===== src/rtl/branch_unit.sv =====
// Branch resolution unit: S1 holds the incoming op, S2 holds the resolved result.
// Resolution is combinational from S1; redirect pulses for one cycle alongside the first out_valid.
module branch_unit (
  input  logic        clk,
  input  logic        rst_n,
  input  logic        flush,
  input  logic        in_valid,
  output logic        in_ready,
  input  logic [1:0]  in_kind,
  input  logic [2:0]  in_funct3,
  input  logic [31:0] in_pc,
  input  logic [31:0] in_rs1,
  input  logic [31:0] in_rs2,
  input  logic [31:0] in_imm,
  input  logic        in_pred_taken,
  input  logic [31:0] in_pred_target,
  output logic        out_valid,
  input  logic        out_ready,
  output logic        out_taken,
  output logic [31:0] out_next_pc,
  output logic [31:0] out_link,
  output logic        out_mispredict,
  output logic        out_illegal,
  output logic        out_misaligned,
  output logic        redirect_valid,
  output logic [31:0] redirect_pc,
  output logic [31:0] perf_branches,
  output logic [31:0] perf_mispredicts
);

  logic        s1_valid_q;
  logic [1:0]  kind_q;
  logic [2:0]  funct3_q;
  logic [31:0] pc_q, rs1_q, rs2_q, imm_q, pred_target_q;
  logic        pred_taken_q;

  logic        s2_valid_q, taken_q, mispredict_q, illegal_q, misaligned_q;
  logic [31:0] next_pc_q, link_q;
  logic        redirect_valid_q;
  logic [31:0] redirect_pc_q;
  logic [31:0] perf_branches_q, perf_mispredicts_q;

  logic        cmp_d, illegal_d, taken_d, misaligned_d, mispredict_d;
  logic [31:0] target_d, link_d, next_pc_d, jalr_sum;
  logic        s1_adv, adv_go, accept;

  assign jalr_sum = rs1_q + imm_q;
  assign link_d   = pc_q + 32'd4;

  always_comb begin
    cmp_d     = 1'b0;
    illegal_d = 1'b0;
    taken_d   = 1'b0;
    target_d  = pc_q + imm_q;
    unique case (funct3_q)
      3'd0:    cmp_d = (rs1_q == rs2_q);
      3'd1:    cmp_d = (rs1_q != rs2_q);
      3'd4:    cmp_d = ($signed(rs1_q) <  $signed(rs2_q));
      3'd5:    cmp_d = ($signed(rs1_q) >= $signed(rs2_q));
      3'd6:    cmp_d = (rs1_q <  rs2_q);
      3'd7:    cmp_d = (rs1_q >= rs2_q);
      default: cmp_d = 1'b0;
    endcase
    unique case (kind_q)
      2'd0: begin
        illegal_d = (funct3_q == 3'd2) || (funct3_q == 3'd3);
        taken_d   = cmp_d && !illegal_d;
      end
      2'd1: taken_d = 1'b1;
      2'd2: begin
        taken_d  = 1'b1;
        target_d = {jalr_sum[31:1], 1'b0};
      end
      default: illegal_d = 1'b1;
    endcase
  end

  // Illegal and misaligned ops never redirect, so they are excluded from mispredict.
  assign misaligned_d = taken_d && target_d[1];
  assign next_pc_d    = taken_d ? target_d : link_d;
  assign mispredict_d = !illegal_d && !misaligned_d &&
                        ((taken_d != pred_taken_q) || (taken_d && (target_d != pred_target_q)));

  assign s1_adv   = s1_valid_q && (!s2_valid_q || out_ready);
  assign adv_go   = s1_adv && !flush;
  assign in_ready = (!s1_valid_q || s1_adv) && !(s1_adv && mispredict_d) && !flush;
  assign accept   = in_valid && in_ready;

  always_ff @(posedge clk or negedge rst_n) begin
    if (!rst_n) begin
      s1_valid_q    <= 1'b0;
      kind_q        <= '0;
      funct3_q      <= '0;
      pc_q          <= '0;
      rs1_q         <= '0;
      rs2_q         <= '0;
      imm_q         <= '0;
      pred_taken_q  <= 1'b0;
      pred_target_q <= '0;
    end else begin
      if (flush)          s1_valid_q <= 1'b0;
      else if (accept)    s1_valid_q <= 1'b1;
      else if (s1_adv)    s1_valid_q <= 1'b0;
      if (accept) begin
        kind_q        <= in_kind;
        funct3_q      <= in_funct3;
        pc_q          <= in_pc;
        rs1_q         <= in_rs1;
        rs2_q         <= in_rs2;
        imm_q         <= in_imm;
        pred_taken_q  <= in_pred_taken;
        pred_target_q <= in_pred_target;
      end
    end
  end

  always_ff @(posedge clk or negedge rst_n) begin
    if (!rst_n) begin
      s2_valid_q         <= 1'b0;
      taken_q            <= 1'b0;
      next_pc_q          <= '0;
      link_q             <= '0;
      mispredict_q       <= 1'b0;
      illegal_q          <= 1'b0;
      misaligned_q       <= 1'b0;
      redirect_valid_q   <= 1'b0;
      redirect_pc_q      <= '0;
      perf_branches_q    <= '0;
      perf_mispredicts_q <= '0;
    end else begin
      if (flush)          s2_valid_q <= 1'b0;
      else if (adv_go)    s2_valid_q <= 1'b1;
      else if (out_ready) s2_valid_q <= 1'b0;
      if (adv_go) begin
        taken_q         <= taken_d;
        next_pc_q       <= next_pc_d;
        link_q          <= link_d;
        mispredict_q    <= mispredict_d;
        illegal_q       <= illegal_d;
        misaligned_q    <= misaligned_d;
        perf_branches_q <= perf_branches_q + 32'd1;
        if (mispredict_d) begin
          perf_mispredicts_q <= perf_mispredicts_q + 32'd1;
          redirect_pc_q      <= next_pc_d;
        end
      end
      redirect_valid_q <= adv_go && mispredict_d;
    end
  end

  assign out_valid        = s2_valid_q;
  assign out_taken        = taken_q;
  assign out_next_pc      = next_pc_q;
  assign out_link         = link_q;
  assign out_mispredict   = mispredict_q;
  assign out_illegal      = illegal_q;
  assign out_misaligned   = misaligned_q;
  assign redirect_valid   = redirect_valid_q;
  assign redirect_pc      = redirect_pc_q;
  assign perf_branches    = perf_branches_q;
  assign perf_mispredicts = perf_mispredicts_q;

endmodule


===== config.mk =====
export PLATFORM = sky130hd
export DESIGN_NAME = branch_unit
export DESIGN_NICKNAME = d
export VERILOG_FILES = /design/src/rtl/branch_unit.sv
export SDC_FILE = /design/constraint.sdc
export NUM_CORES = 1
export LEC_CHECK = 0
export ABC_AREA = 1
export CAP_MARGIN = 20
export CORE_MARGIN = 10
export CORE_UTILIZATION = 50
export DETAILED_ROUTE_END_ITERATION = 10
export GPL_TIMING_DRIVEN = 1
export PLACE_DENSITY = 0.8
export SYNTH_ARGS = -nofsm -noshare
export SYNTH_HDL_FRONTEND = slang
export SYNTH_SLANG_ARGS = --single-unit
export TNS_END_PERCENT = 20

===== constraint.sdc =====
create_clock -name clk -period 7.75 [get_ports clk]
set_clock_uncertainty 0.2 [all_clocks]
set_input_delay 1.55 -clock clk [delete_from_list [all_inputs] [get_ports clk]]
set_output_delay 1.55 -clock clk [all_outputs]
set_load 0.02 [all_outputs]

Word level (Yosys, flattened, before mapping)
Cells that the tools add are included.

word-level totals
  bits in registers = 333
  bits in latches = 0
  bits in writable memories = 0
  bits in read-only memories = 0
  memories kept = 0

cells by class
  $add $sub $neg = 5
  $mul = 0
  div/mod/pow operators = 0
  magnitude comparators = 4
  equal/unequal tests = 13
  shift-type cells = 0
  multiplexer cells = 11
  bitwise gates (word level) = 0
  reduce and logical (&&, ||, !) cells = 29

operators by type and width
  kind                                                  count
  adder 32 x 1 -> 32 bit (second input constant)        2
  adder 32 bit                                          2
  >= comparator 32 bit                                  2
  less-than comparator 32 bit                           2
  2-to-1 mux 32 bit                                     2
  != test 32 bit                                        2
  adder 32 x 3 -> 32 bit (second input constant)        1
  equality test 32 bit                                  1
  equality test 3 bit (second input constant)           4
  logical AND 1 bit                                     12
  logical NOT 1 bit                                     7
  equality test 3 x 2 -> 1 bit (second input constant)  2
  2-to-1 mux 1 bit                                      6
  one-hot mux 1 bit (6 select lines)                    1
  nonzero test 3 bit                                    2
  logical OR 1 bit                                      4
  one-hot mux 1 bit (2 select lines)                    2
  equality test 3 x 1 -> 1 bit (second input constant)  1
  logical NOT 3 bit                                     1
  equality test 2 x 1 -> 1 bit (second input constant)  1
  equality test 2 bit (second input constant)           1
  logical NOT 2 bit                                     1
  AND reduction 2 bit                                   1
  OR reduction 2 bit                                    1
  != test 1 bit                                         1

Logic depth before layout (Yosys ltp)
  word-level depth = 16
  mapped depth = 29

Worst setup path before layout
OpenSTA, ideal clock, no wires.

  path kind = register -> output
  start point = reg imm_q[0]
  end point = out in_ready
  arrival = 2.796 ns
  required time = 6.000 ns
  setup slack = 3.204 ns
  cell stages (with the launch flop) = 24
  buffers on the path = 0
  cell sequence = dfrtp_1 > ha_1 > fa_1 > nand3_1 > nand3_1 > nand2_1 > nand2_1 > nand2_1 > nand2_1 > nand2_1 > nand3_1 > nand3_1 > nand2_1 > nand2_1 > nand2_1 > nor2_1 > nand2_1 > nor2_1 > nand3_1 > nand2_1 > nand2_1 > nand2_2 > nand2_2 > a21oi_1

between the ends
  word-level cells in the longest chain between the ends = 10

ends and longest elaborated chain
  element                                                 RTL line  RTL
  start: declaration                                      34        logic [31:0] pc_q, rs1_q, rs2_q, imm_q, pred_target_q;
  start signal: assignment                                110       imm_q <= in_imm;
  adder 32 bit, on equally long branches                  54, 47
  2-to-1 mux 32 bit (*)                                   64        unique case (kind_q)
  != test 32 bit or logical AND 1 bit (tied branches)     82, 79
  logical AND 1 bit or logical NOT 1 bit (tied branches)  82, 81
  logical OR 1 bit or logical AND 1 bit (tied branches)   82, 81
  logical AND 1 bit (*)                                   81        assign mispredict_d = !illegal_d && !misaligned_d &&
  logical AND 1 bit (*)                                   86        assign in_ready = (!s1_valid_q || s1_adv) && !(s1_adv && mispredict_d) && !flush;
  logical NOT 1 bit (*)                                   86
  logical AND 1 bit (*) (2 in a row)                      86
  end: declaration                                        8         output logic in_ready,

Every way passes the cells marked *; elsewhere a longest branch is shown, timed or not.

Worst setup path after layout
  start point = reg pc_q[0]
  end point = out in_ready

between the ends
  word-level cells in the longest chain between the ends = 10

ends and longest elaborated chain
  element                                                 RTL line  RTL
  start: declaration                                      34
  start signal: assignment                                107       pc_q <= in_pc;
  adder 32 bit (*)                                        54        target_d = pc_q + imm_q;
  2-to-1 mux 32 bit (*)                                   64
  != test 32 bit or logical AND 1 bit (tied branches)     82, 79
  logical AND 1 bit or logical NOT 1 bit (tied branches)  82, 81
  logical OR 1 bit or logical AND 1 bit (tied branches)   82, 81
  logical AND 1 bit (*)                                   81
  logical AND 1 bit (*)                                   86
  logical NOT 1 bit (*)                                   86
  logical AND 1 bit (*) (2 in a row)                      86

Marked as above.

==> key figures <==
STA
  – Final Cycle Share: 84.3%
  – Post-layout min period: 6.54 ns
  – Hold_ws: 0.264 ns
  – Final hold viol count: 0
  – # setup viols final: 0
  – Maximum clock frequency: 0.153 GHz
  – Worst slew pin tran: 1.04 ns
  – Worst slew margin: 31.0%
  – RSZ-0062 raised after global routing: false
  – Setup TNS: 0 ns
  – Number of slew-limit violations in the final report: 0

Pwr
  – Peak VDD IR: 0.000185 V
  – LEAKAGE: 0.0141 uW
  – PwrDens: 329 mW/mm2

Layout
  – Area Growth Syn to Fin: 22.7%
  – Area of the multi-input gates: 0.0113 mm2
  – Final-layout fill cell count: 4021
  – Final nets: 3712
  – ANT cells: 0
  – Fraction of layout cells with a size suffix above 1: 3.43%
  – FF/Latch Area: 0.00833 mm2
  – Post-Layout Cell Count: 4051

Floorplanning
  – Initial Util: 50.5%
  – Die width: 229 um
  – Rows: 76
  – Die height: 229 um
  – Die area: 0.0523 mm2
  – Core Region: 0.0431 mm2
  – I/O Pins: 338

Setup path
  – Crit Reg-Reg Endpoint: rs1_q[28]$_DFFE_PN0P_
  – Crit-path max FO: 4
  – Worst Setup End Kind: output pin
  – Worst Setup Start Kind: flip-flop
  – CP startpoint: pc_q[0]$_DFFE_PN0P_
  – Kind of critical path: reg -> out
  – Worst r2r src: pc_q[0]$_DFFE_PN0P_
  – R2R depth: 23
  – Crit path DAT: 4.79 ns
  – FF-to-FF setup slack: 2.50 ns
  – Worst Setup EP: in_ready
  – Crit path required time: 6.00 ns

Logic synthesis
  – Share of the synthesized area in the top cell type: 38.3%
  – Largest area contributor in the netlist: dfrtp_1
  – Number of synthesized flops with an enable pin: 0
  – FFs w/ async S/R, synth: 100%
  – Commonest cells post-synth: nand2_1, inv_1, dfrtp_1
  – Yosys cell types: 46
  – Mapped Area: 0.0218 mm2
  – Cells after synthesis: 3162
  – Most frequent cell after synthesis: nand2_1
  – Main synth FF type: dfrtp_1
  – Post-synthesis sequential area ratio: 38.3%
  – Syn_nets: 3434
  – Synth Register Bits: 333
  – Yosys warns: 0
  – Avg Cell Area, Syn: 6.88 um2
  – Top post-synthesis cells by area: dfrtp_1, nand2_1, inv_1

Worst hold path
  – Hold path start: perf_branches[31]$_DFFE_PN0P_
  – Hold Crit Class: reg -> reg

CTS
  – Htree depth: 2
  – Cts hold-fix bufs: 0
  – Clk Latency, worst-skew pair: 0.57 ns
  – CTS Sinks: 333
  – CTS max path bufs: 3
  – Clock root cell: clkbuf_16
  – TritonCTS Buffers: 38
  – PostCTS Resize Cnt: 0
  – CTS tree: done
  – Post-CTS setup buffers: 0
  – Clock transition at path regs: 0.06 ns

Placement
  – Routability cong.: 1.01
  – Hpwl dp: 55900 um
  – I/O Buffers: 337
  – Placed cell count: 3985

Detailed routing
  – Routed wire length per instance: 17.6 um
  – DRT iter0 DRCs: 1775
  – Via count: 21204
  – Final wirelength: 71400 um
  – DR pass1 iterations: 6
  – DRT antenna net count: 0
  – # DRC: 0
  – Drt via density: 5.23

GRT
  – Gr usage total: 26.8%
  – Initial antenna violation count: 0
  – Vias in the first global route: 20488
  – Largest net degree at the start of global routing: 126
  – First-pass GRT wire length: 113000 um
  – Congestion Overflow GR: 0

Outcome
  – Status: completed

Flow run
  – Max-cap violations: 0
## power by group
| group | internal (uW) | leakage [uW] | switching (uW) |
|---|---|---|---|
| Clock | 1080 | 0.000613 | 733 |
| Sequential | 2220 | 0.00418 | 488 |
| Combinational | 1570 | 0.00934 | 2680 |
## cells in the final DEF (no fill, tap or decap), types with 2 or more instances in the layout
cell type	count
clkbuf_8	9
nor2_4	4
o21ai_1	9
o21bai_1	2
nand2_2	4
clkdlybuf4s50_1	335
nor2_2	4
a21oi_1	55
nor3_2	2
o21ai_0	65
nor3_1	32
buf_12	4
dfrtp_1	333
inv_2	24
nor4_2	2
a31oi_1	7
and2_1	3
fa_1	2
xnor2_1	34
buf_4	11
nand2_1	1356
a21o_1	2
nand3_1	157
ha_1	99
clkinv_1	5
nand4_1	205
nand4_4	2
inv_1	370
nor2_1	156
clkbuf_1	11
or2_1	3
bufinv_16	2
clkinv_8	2
clkbuf_16	39
o21a_1	4
nand3b_1	24
xor2_1	61
nor4_1	13
## per-stage QoR
| step | area, um2 | power, uW | utilization [%] | worst slack (ns) |
|---|---|---|---|---|
| final | 26700 | 8780 | 62.0 | 1.21 |
| after detailed placement | 25400 | 6940 | 59.1 | 1.82 |
| after CTS | 26700 | 8790 | 62.0 | 1.18 |
| after floorplan | 21800 | 5290 | - | 3.20 |
| after global placement | 25400 | 6880 | 59.1 | 1.77 |
| after global routing | 26700 | 9430 | 62.0 | 0.958 |
## routing by layer
layer / vias up / GRT usage (%) / part of all wire, %
li1: 10591 / - / -
met1: 9854 / 35.0 / 44
met2: 665 / 44.5 / 47
met3: 94 / 5.56 / 7.3
met4: 0 / 6.79 / 2.3
met5: - / 0 / 0
## worst min path at each step
stage | slack [ns] | end | depth (start not counted)
finish | 0.26 | perf_branches[31]$_DFFE_PN0P_ | 1
global route | 0.29 | out_link[26]$_DFFE_PN0P_ | 2
CTS | 0.27 | perf_branches[31]$_DFFE_PN0P_ | 1
detailed placement | 0.26 | redirect_pc[29]$_DFFE_PN0P_ | 2
global placement | 0.25 | redirect_pc[19]$_DFFE_PN0P_ | 2
floorplan | 0.25 | rs2_q[10]$_DFFE_PN0P_ | 2
## cells by family (layout without fill, tap and decap cells)
family / after synthesis / after routing / synth area share (%)
compound gates: 144 / 144 / 3.44
flops: 333 / 333 / 38.3
mux: 1 / 1 / 0.0460
simple gates: 1975 / 1975 / 38.9
fa+ha+maj: 101 / 101 / 5.88
xor+xnor: 95 / 95 / 3.82
buf+inv: 513 / 817 / 9.62
## critical path, cell delays in order, from the launching register on
cell and delay [ns]:
dfrtp_1 0.47, ha_1 0.26, fa_1 0.44, nand3_1 0.10, nand3_1 0.17, nand2_1 0.12
nand2_1 0.10, nand2_1 0.09, nand2_1 0.12, nand2_1 0.10, nand3_1 0.13, nand3_1 0.12
nand2_1 0.06, nor2_1 0.09, nand2_1 0.10, nor3_1 0.33, nand3_1 0.20, nand2_1 0.11
nand2_1 0.12, nand2_2 0.13, nand2_2 0.09, a21oi_1 0.14, clkdlybuf4s50_1 0.63
## cell type report
type                       count  area share, %
clock buffer                  59           4.27
tap                          585           2.74
sequential                   333           31.2
multi-input combinational   2316           42.5
inverter                     400           5.63
timing repair buffer         351           13.2
clock inverter                 7          0.431
Power figures use the tool's default switching activity.
